## src/rtl/motor_ctrl_pkg.sv

```systemverilog
// ---------------------------------------------------------------------------
// motor_ctrl_pkg
// Shared definitions for the motor command path: the arbiter state encoding
// and the default duty resolution used by the arbiter and the PWM generators.
// No ports (package).
// ---------------------------------------------------------------------------
package motor_ctrl_pkg;

    // Default duty resolution: 0 = off, 2^W-1 = full drive.
    localparam int MOTOR_DUTY_WIDTH = 8;

    typedef enum logic [1:0] {
        ARB_IDLE  = 2'd0,
        ARB_RAMP  = 2'd1,
        ARB_HOLD  = 2'd2,
        ARB_ESTOP = 2'd3
    } motor_arb_state_t;

endpackage

```

## src/rtl/motor_duty_ramp.sv

```systemverilog
// ---------------------------------------------------------------------------
// motor_duty_ramp
// One motor channel's slew limiter. When step_en is high the duty moves
// toward the target by at most RAMP_STEP, landing exactly on the target
// when it is closer than that (no overshoot, no wrap).
//
// Ports:
//   duty      in  DUTY_WIDTH  current registered duty
//   target    in  DUTY_WIDTH  duty being ramped toward
//   step_en   in  1           apply one ramp step this cycle
//   duty_next out DUTY_WIDTH  duty to register next (duty when not stepping)
//   at_target out 1           duty_next equals target
// ---------------------------------------------------------------------------
module motor_duty_ramp
    import motor_ctrl_pkg::*;
#(
    parameter int DUTY_WIDTH = MOTOR_DUTY_WIDTH,
    parameter int RAMP_STEP  = 4
) (
    input  logic [DUTY_WIDTH-1:0] duty,
    input  logic [DUTY_WIDTH-1:0] target,
    input  logic                  step_en,
    output logic [DUTY_WIDTH-1:0] duty_next,
    output logic                  at_target
);

    localparam logic signed [DUTY_WIDTH:0] STEP_S = (DUTY_WIDTH+1)'(RAMP_STEP);

    // The difference is formed one bit wider than the duty so that both
    // directions are representable; clamping to the target keeps the result
    // inside the unsigned duty range.
    function automatic logic [DUTY_WIDTH-1:0] sat_step(
        input logic [DUTY_WIDTH-1:0] cur,
        input logic [DUTY_WIDTH-1:0] tgt
    );
        logic signed [DUTY_WIDTH:0] diff;
        logic signed [DUTY_WIDTH:0] res;
        diff = $signed({1'b0, tgt}) - $signed({1'b0, cur});
        if (diff > STEP_S) begin
            res = $signed({1'b0, cur}) + STEP_S;
        end else if (diff < -STEP_S) begin
            res = $signed({1'b0, cur}) - STEP_S;
        end else begin
            res = $signed({1'b0, tgt});
        end
        return res[DUTY_WIDTH-1:0];
    endfunction

    assign duty_next = step_en ? sat_step(duty, target) : duty;
    assign at_target = (duty_next == target);

endmodule

```

## src/rtl/motor_cmd_arbiter.sv

```systemverilog
// ---------------------------------------------------------------------------
// motor_cmd_arbiter
// Shares the left/right motor drive between NUM_REQ command sources with
// fixed priority (index 0 highest) and owner lock-out, slew-limits the duty
// toward the accepted targets, ramps to stop when commands stop arriving,
// and zeroes the drive immediately on emergency stop.
//
// Ports:
//   clk            in  1                  block clock
//   reset_n        in  1                  asynchronous active-low reset
//   estop          in  1                  emergency stop (level, synchronous)
//   req_valid      in  NUM_REQ            command valid per requester
//   req_ready      out NUM_REQ            one-hot accept strobe
//   req_left_duty  in  NUM_REQ*DUTY_WIDTH packed left targets
//   req_right_duty in  NUM_REQ*DUTY_WIDTH packed right targets
//   left_duty      out DUTY_WIDTH         registered left duty
//   right_duty     out DUTY_WIDTH         registered right duty
//   owner_valid    out 1                  a requester owns the motors
//   owner_id       out ID_W               owning requester index
//   ramp_busy      out 1                  ramping toward the targets
//   timeout_flag   out 1                  watchdog fired since last accept
// ---------------------------------------------------------------------------
module motor_cmd_arbiter
    import motor_ctrl_pkg::*;
#(
    parameter int NUM_REQ        = 3,
    parameter int DUTY_WIDTH     = MOTOR_DUTY_WIDTH,
    parameter int RAMP_STEP      = 4,
    parameter int RAMP_DIV       = 256,
    parameter int TIMEOUT_CYCLES = 1000000,
    localparam int ID_W          = (NUM_REQ > 1) ? $clog2(NUM_REQ) : 1
) (
    input  logic                          clk,
    input  logic                          reset_n,
    input  logic                          estop,
    input  logic [NUM_REQ-1:0]            req_valid,
    output logic [NUM_REQ-1:0]            req_ready,
    input  logic [NUM_REQ*DUTY_WIDTH-1:0] req_left_duty,
    input  logic [NUM_REQ*DUTY_WIDTH-1:0] req_right_duty,
    output logic [DUTY_WIDTH-1:0]         left_duty,
    output logic [DUTY_WIDTH-1:0]         right_duty,
    output logic                          owner_valid,
    output logic [ID_W-1:0]               owner_id,
    output logic                          ramp_busy,
    output logic                          timeout_flag
);

    localparam int DIV_W = $clog2(RAMP_DIV);
    localparam int WD_W  = (TIMEOUT_CYCLES > 1) ? $clog2(TIMEOUT_CYCLES) : 1;
    localparam logic [DIV_W-1:0] DIV_MAX = DIV_W'(RAMP_DIV - 1);
    localparam logic [WD_W-1:0]  WD_MAX  = WD_W'(TIMEOUT_CYCLES - 1);

    motor_arb_state_t state, state_n;

    logic [DUTY_WIDTH-1:0] left_tgt, right_tgt, left_tgt_n, right_tgt_n;
    logic [DUTY_WIDTH-1:0] left_duty_n, right_duty_n;
    logic [DUTY_WIDTH-1:0] left_step, right_step;
    logic [DUTY_WIDTH-1:0] acc_left, acc_right;
    logic                  left_at, right_at;
    logic                  accept, tick;
    logic [ID_W-1:0]       acc_id, owner_id_n;
    logic                  owner_valid_n, timeout_flag_n;
    logic [DIV_W-1:0]      div_cnt, div_n, div_inc;
    logic [WD_W-1:0]       wd_cnt, wd_n;

    // Priority grant: the first valid requester that is not locked out by a
    // higher-priority owner. Nothing is granted while stopping or stopped.
    always_comb begin
        req_ready = '0;
        accept    = 1'b0;
        acc_id    = '0;
        acc_left  = '0;
        acc_right = '0;
        for (int i = 0; i < NUM_REQ; i++) begin
            if (!accept && req_valid[i] && (state != ARB_ESTOP) && !estop &&
                (!owner_valid || (i <= int'(owner_id)))) begin
                req_ready[i] = 1'b1;
                accept       = 1'b1;
                acc_id       = ID_W'(i);
                acc_left     = req_left_duty[i*DUTY_WIDTH +: DUTY_WIDTH];
                acc_right    = req_right_duty[i*DUTY_WIDTH +: DUTY_WIDTH];
            end
        end
    end

    assign tick      = (state == ARB_RAMP) && (div_cnt == DIV_MAX);
    assign div_inc   = (div_cnt == DIV_MAX) ? '0 : div_cnt + DIV_W'(1);
    assign ramp_busy = (state == ARB_RAMP);

    motor_duty_ramp #(
        .DUTY_WIDTH (DUTY_WIDTH),
        .RAMP_STEP  (RAMP_STEP)
    ) u_ramp_left (
        .duty      (left_duty),
        .target    (left_tgt),
        .step_en   (tick),
        .duty_next (left_step),
        .at_target (left_at)
    );

    motor_duty_ramp #(
        .DUTY_WIDTH (DUTY_WIDTH),
        .RAMP_STEP  (RAMP_STEP)
    ) u_ramp_right (
        .duty      (right_duty),
        .target    (right_tgt),
        .step_en   (tick),
        .duty_next (right_step),
        .at_target (right_at)
    );

    always_comb begin
        state_n        = state;
        left_tgt_n     = left_tgt;
        right_tgt_n    = right_tgt;
        left_duty_n    = left_duty;
        right_duty_n   = right_duty;
        owner_valid_n  = owner_valid;
        owner_id_n     = owner_id;
        timeout_flag_n = timeout_flag;
        // Both counters idle at zero outside the state that uses them, so
        // every entry into RAMP or HOLD starts a fresh count.
        div_n          = '0;
        wd_n           = '0;

        if (estop) begin
            state_n       = ARB_ESTOP;
            left_duty_n   = '0;
            right_duty_n  = '0;
            left_tgt_n    = '0;
            right_tgt_n   = '0;
            owner_valid_n = 1'b0;
        end else if (state == ARB_ESTOP) begin
            state_n = ARB_IDLE;
        end else if (accept) begin
            left_tgt_n     = acc_left;
            right_tgt_n    = acc_right;
            owner_id_n     = acc_id;
            owner_valid_n  = 1'b1;
            timeout_flag_n = 1'b0;
            // A retarget during a ramp keeps the tick cadence running; the
            // duties themselves hold for this one cycle and resume stepping
            // toward the new targets from the next tick on.
            if (state == ARB_RAMP) begin
                div_n = div_inc;
            end
            if ((acc_left != left_duty) || (acc_right != right_duty)) begin
                state_n = ARB_RAMP;
            end else if ((state == ARB_IDLE) && (acc_left == '0) && (acc_right == '0)) begin
                state_n       = ARB_IDLE;
                owner_valid_n = 1'b0;
            end else begin
                state_n = ARB_HOLD;
            end
        end else begin
            case (state)
                ARB_RAMP: begin
                    div_n        = div_inc;
                    left_duty_n  = left_step;
                    right_duty_n = right_step;
                    if (left_at && right_at) begin
                        if ((left_tgt == '0) && (right_tgt == '0)) begin
                            state_n       = ARB_IDLE;
                            owner_valid_n = 1'b0;
                        end else begin
                            state_n = ARB_HOLD;
                        end
                    end
                end
                ARB_HOLD: begin
                    // Loss of commands: ramp to stop but keep the owner so a
                    // lower-priority source cannot grab the motors mid-ramp.
                    if (wd_cnt == WD_MAX) begin
                        left_tgt_n     = '0;
                        right_tgt_n    = '0;
                        timeout_flag_n = 1'b1;
                        state_n        = ARB_RAMP;
                    end else begin
                        wd_n = wd_cnt + WD_W'(1);
                    end
                end
                default: ;
            endcase
        end
    end

    always_ff @(posedge clk or negedge reset_n) begin
        if (!reset_n) begin
            state        <= ARB_IDLE;
            left_tgt     <= '0;
            right_tgt    <= '0;
            left_duty    <= '0;
            right_duty   <= '0;
            owner_valid  <= 1'b0;
            owner_id     <= '0;
            timeout_flag <= 1'b0;
            div_cnt      <= '0;
            wd_cnt       <= '0;
        end else begin
            state        <= state_n;
            left_tgt     <= left_tgt_n;
            right_tgt    <= right_tgt_n;
            left_duty    <= left_duty_n;
            right_duty   <= right_duty_n;
            owner_valid  <= owner_valid_n;
            owner_id     <= owner_id_n;
            timeout_flag <= timeout_flag_n;
            div_cnt      <= div_n;
            wd_cnt       <= wd_n;
        end
    end

endmodule

```

## config.mk

```make
export PLATFORM = sky130hd
export DESIGN_NAME = motor_cmd_arbiter
export DESIGN_NICKNAME = d
export VERILOG_FILES = /design/src/rtl/motor_ctrl_pkg.sv /design/src/rtl/motor_duty_ramp.sv /design/src/rtl/motor_cmd_arbiter.sv
export SDC_FILE = /design/constraint.sdc
export NUM_CORES = 1
export LEC_CHECK = 0
export CAP_MARGIN = 20
export CORE_AREA = 2 2 101 103
export CTS_BUF_LIST = sky130_fd_sc_hd__clkbuf_8
export DETAILED_ROUTE_END_ITERATION = 8
export DIE_AREA = 0 0 103 105
export GPL_TIMING_DRIVEN = 0
export MAX_ROUTING_LAYER = met4
export PLACE_DENSITY = 0.86
export SLEW_MARGIN = 20
export SYNTH_ARGS = -nofsm -noshare
export SYNTH_HDL_FRONTEND = slang
export SYNTH_SLANG_ARGS = --single-unit
```

## constraint.sdc

```tcl
create_clock -name clk -period 4.4 [get_ports clk]
set_clock_uncertainty 0.1 [all_clocks]
set_input_delay 0.88 -clock clk [delete_from_list [all_inputs] [get_ports clk]]
set_output_delay 0.88 -clock clk [all_outputs]
set_load 0.01 [all_outputs]
```

==> run_results.csv <==
group,metric,value,unit
clock_tree,cts_max_path_buffers,2,
synth,synth_ff_type,"dfrtp_1",
critical_path,crit_required,4.54,ns
timing,maxSlewHeadroom,38.1,%
floorplan,die_area,10800,µm²
critical_path,cp.depth,12,
synth,syn_inst,649,
critical_path,startpoint_type,"flop",
synth,ys_seq_area_share,30.8,%
synth,synth_nets,727,
synth,synth_xor_xnor_area_share,13.5,%
synth,synth_top_family_by_area,"simple AND/OR/NAND/NOR gates",
clock_tree,clock_sinks,66,
global_routing,grt_pass1_vias,5256,
synth,synth_area_leader_cell,"dfrtp_1",
clock_tree,cts_tree,"yes",
placed_design,dp_cells,859,
timing,worst_pin_slew,0.921,ns
synth,synth_enable_flop_cells,0,
clock_tree,cts_made_buffers,9,
timing,min_period,4.24,ns
synth,netlist_top_cells_count,"nor2_1, dfrtp_1, xnor2_1",
route,drc_errors,0,
timing,holdWs,0.372,ns
critical_path,cp_slowest_stage_delay,0.44,ns
layout,drive_gt1_share,4.86,%
synth,synth_compound_area_share,20.7,%
layout,num_antenna_cells,0,
synth,synth_cell_types,66,
critical_path,endpoint_kind,"flop",
global_routing,grtUsageTotal,31.5,%
floorplan,rows,36,
placed_design,port-buffer-count,76,
layout,final_nets,813,
critical_path,critical_path_class,"reg2reg",
hold_path,hp-class,"in2async",
critical_path,cp_cell_sequence,"clkbuf_1 -> inv_1 -> ha_1 -> and3_1 -> a221oi_1 -> xnor2_1 -> a2111o_1 -> nor2_2 -> o32ai_1 -> a222oi_1 -> nand4_1 -> a311o_1",
route,routedWlPerCell,18.4,µm
synth,synth.avg_cell_area,8.27,µm²
outcome,status,"complete, no violations",
synth,synthAdderAreaFrac,5.88,%
synth,yosysTopAreaCellShare,30.8,%
timing,timing.final.ws_setup,0.157,ns
timing,fmax,236,MHz
timing,finalSetupTns,0,ns
timing,report.final.slew_viol_count,0,
layout,layoutNonFillerInstCount,873,
timing,final-setup-viol-count,0,
synth,async_flop_share,100,%
global_routing,grt_max_degree,35,
placed_design,dp_hpwl,12400,µm
placed_design,routabilityCongestion,0.944,
layout,multi_input_area,3480,µm²
run,maxCapViolCount,0,
global_routing,globalRouteOverflowTotal,0,
clock_tree,htreeDepth,3,
synth,synth.most_common_cell,"nor2_1",
timing,min_period_over_period,96.4,%
floorplan,die_w,103,µm
global_routing,antenna_found_initial,0,
global_routing,grt_pass1_wl,26200,µm
floorplan,io_pins,78,
placed_design,pre_cts_ws,0.0123,ns
synth,ys_seq_elements,66,
synth,synth_area,5370,µm²
power_and_ir_drop,vdd_ir_drop_max,0.240,mV
critical_path,r2r_setup_slack,0.16,ns
route,viasPerCell,6.18,
route,first_pass_iters,5,
floorplan,die_h,105,µm
route,finalWirelength,16000,µm
layout,n_fill_cell,821,
timing,grt_setup_unrepaired,"false",
synth,yosys.area_share.simple,23.4,%
floorplan,core,9640,µm²
critical_path,critPathSlowestCell,"ha_1",
power_and_ir_drop,total_power,3.09,mW
critical_path,reg2regPathDepth,12,
route,drt_iter0_markers,369,
power_and_ir_drop,leakage,2.73,nW
layout,ff_latch_area,1650,µm²
critical_path,critPathMaxFanout,9,
route,ant_nets,0,
floorplan,start_util,55.7,%
clock_tree,clk_pin_slew,0.08,ns
clock_tree,clockRootBuffer,"clkbuf_8",
clock_tree,cts_setup_buffers,0,
layout,syn_to_final_growth,21.2,%
critical_path,cp.arrival,4.39,ns
synth,muxShareOfSynthArea,0.933,%
clock_tree,insertion_delay,0.36,ns
critical_path,critPathBufInv,2,
synth,synth_warnings,0,
power_and_ir_drop,powerDensity,475,nW/µm²
timing,hold_violations,0,
critical_path,cp_top_family,"compound AO/OA/AOI/OAI gates",
synth,synth_area_leaders,"dfrtp_1, xnor2_1, nor2_1",
route,via_count,5392,
placed cells by master (no fill, tap or decap), drive strengths merged, types with 4 or more instances in the layout:
cell type / count
nand3: 28
nor4: 14
nor2b: 7
o2111ai: 4
and3: 11
or4: 4
nand2b: 11
a22o: 8
a21oi: 29
mux2i: 5
o22ai: 7
a31oi: 6
nand3b: 4
nand4: 8
nand2: 43
buf: 9
clkdlybuf4s50: 75
a211oi: 6
a21o: 25
inv: 33
nor2: 87
nor3: 16
xor2: 31
xnor2: 52
ha: 22
o21ai: 23
dfrtp: 66
clkbuf: 33
a221oi: 21
final cells by class:
| cell class | count | share of cell area, % |
|---|---|---|
| inverter | 32 | 1.85 |
| tap | 133 | 2.56 |
| clock inverter | 6 | 0.635 |
| clock buffer | 10 | 2.12 |
| sequential | 66 | 25.4 |
| timing repair buffer | 77 | 12.0 |
| buffer | 30 | 1.96 |
| multi-input combinational | 519 | 53.5 |
timing repair:
action / in CTS / in global routing
endpoints found under the setup margin: 1 / 3
hold buffers: 0 / 0
gates resized for setup: 1 / 5
worst paths after layout:
kind,startpoint,endpoint
max,left_duty[5],owner_valid
max in group asynchronous,reset_n,wd_cnt[11]
min,reset_n,right_duty[3]
max reg2reg,left_duty[5],owner_valid
min reg2reg,wd_cnt[0],wd_cnt[0]
min in group clk,wd_cnt[0],wd_cnt[0]
metrics by stage:
stage / util (%) / area [µm²]
6_report: 67.5 / 6500
5_1_grt: 67.5 / 6500
4_1_cts: 67.4 / 6490
3_5_place_dp: 65.5 / 6310
3_3_place_gp: 65.3 / 6290
2_1_floorplan: - / 5370
per-layer routing:
metal	up-vias	global-route usage, %	share of wire, %
li1	2514	-	-
met1	2581	40.9	42
met2	259	50.5	48
met3	38	6.49	7.5
met4	0	7.42	2.1
met5	-	-	0
flip-flops by register name, summed over array words and instances (netlist names):
signal,flops
right_duty,8
left_duty,8
left_tgt,8
div_cnt,8
owner_id,2
state,2
owner_valid,1
wd_cnt,20
timeout_flag,1
right_tgt,8
power breakdown:
part           leakage [nW]  internal [mW]  switching (mW)
combinational          1.74          0.750            1.07
sequential            0.899          0.676           0.115
clock                0.0905          0.221           0.259
worst register-to-register path, cell delays in order (launching register included):
cell      delay (ns)
dfrtp_1         0.35
clkbuf_1        0.38
inv_1           0.20
ha_1            0.44
and3_1          0.21
a221oi_1        0.42
xnor2_1         0.17
a2111o_1        0.35
nor2_2          0.31
o32ai_1         0.19
a222oi_1        0.31
nand4_1         0.29
a311o_1         0.43
cells by family after synthesis:
logic type | count (synthesis)
multiplexers | 5
flip-flops | 66
buffers and inverters | 64
AO/OA/AOI/OAI | 154
AND/OR/NAND/NOR | 253
adder cells (fa/ha/maj) | 24
XOR/XNOR | 83
(Power assumes the default switching activity.)
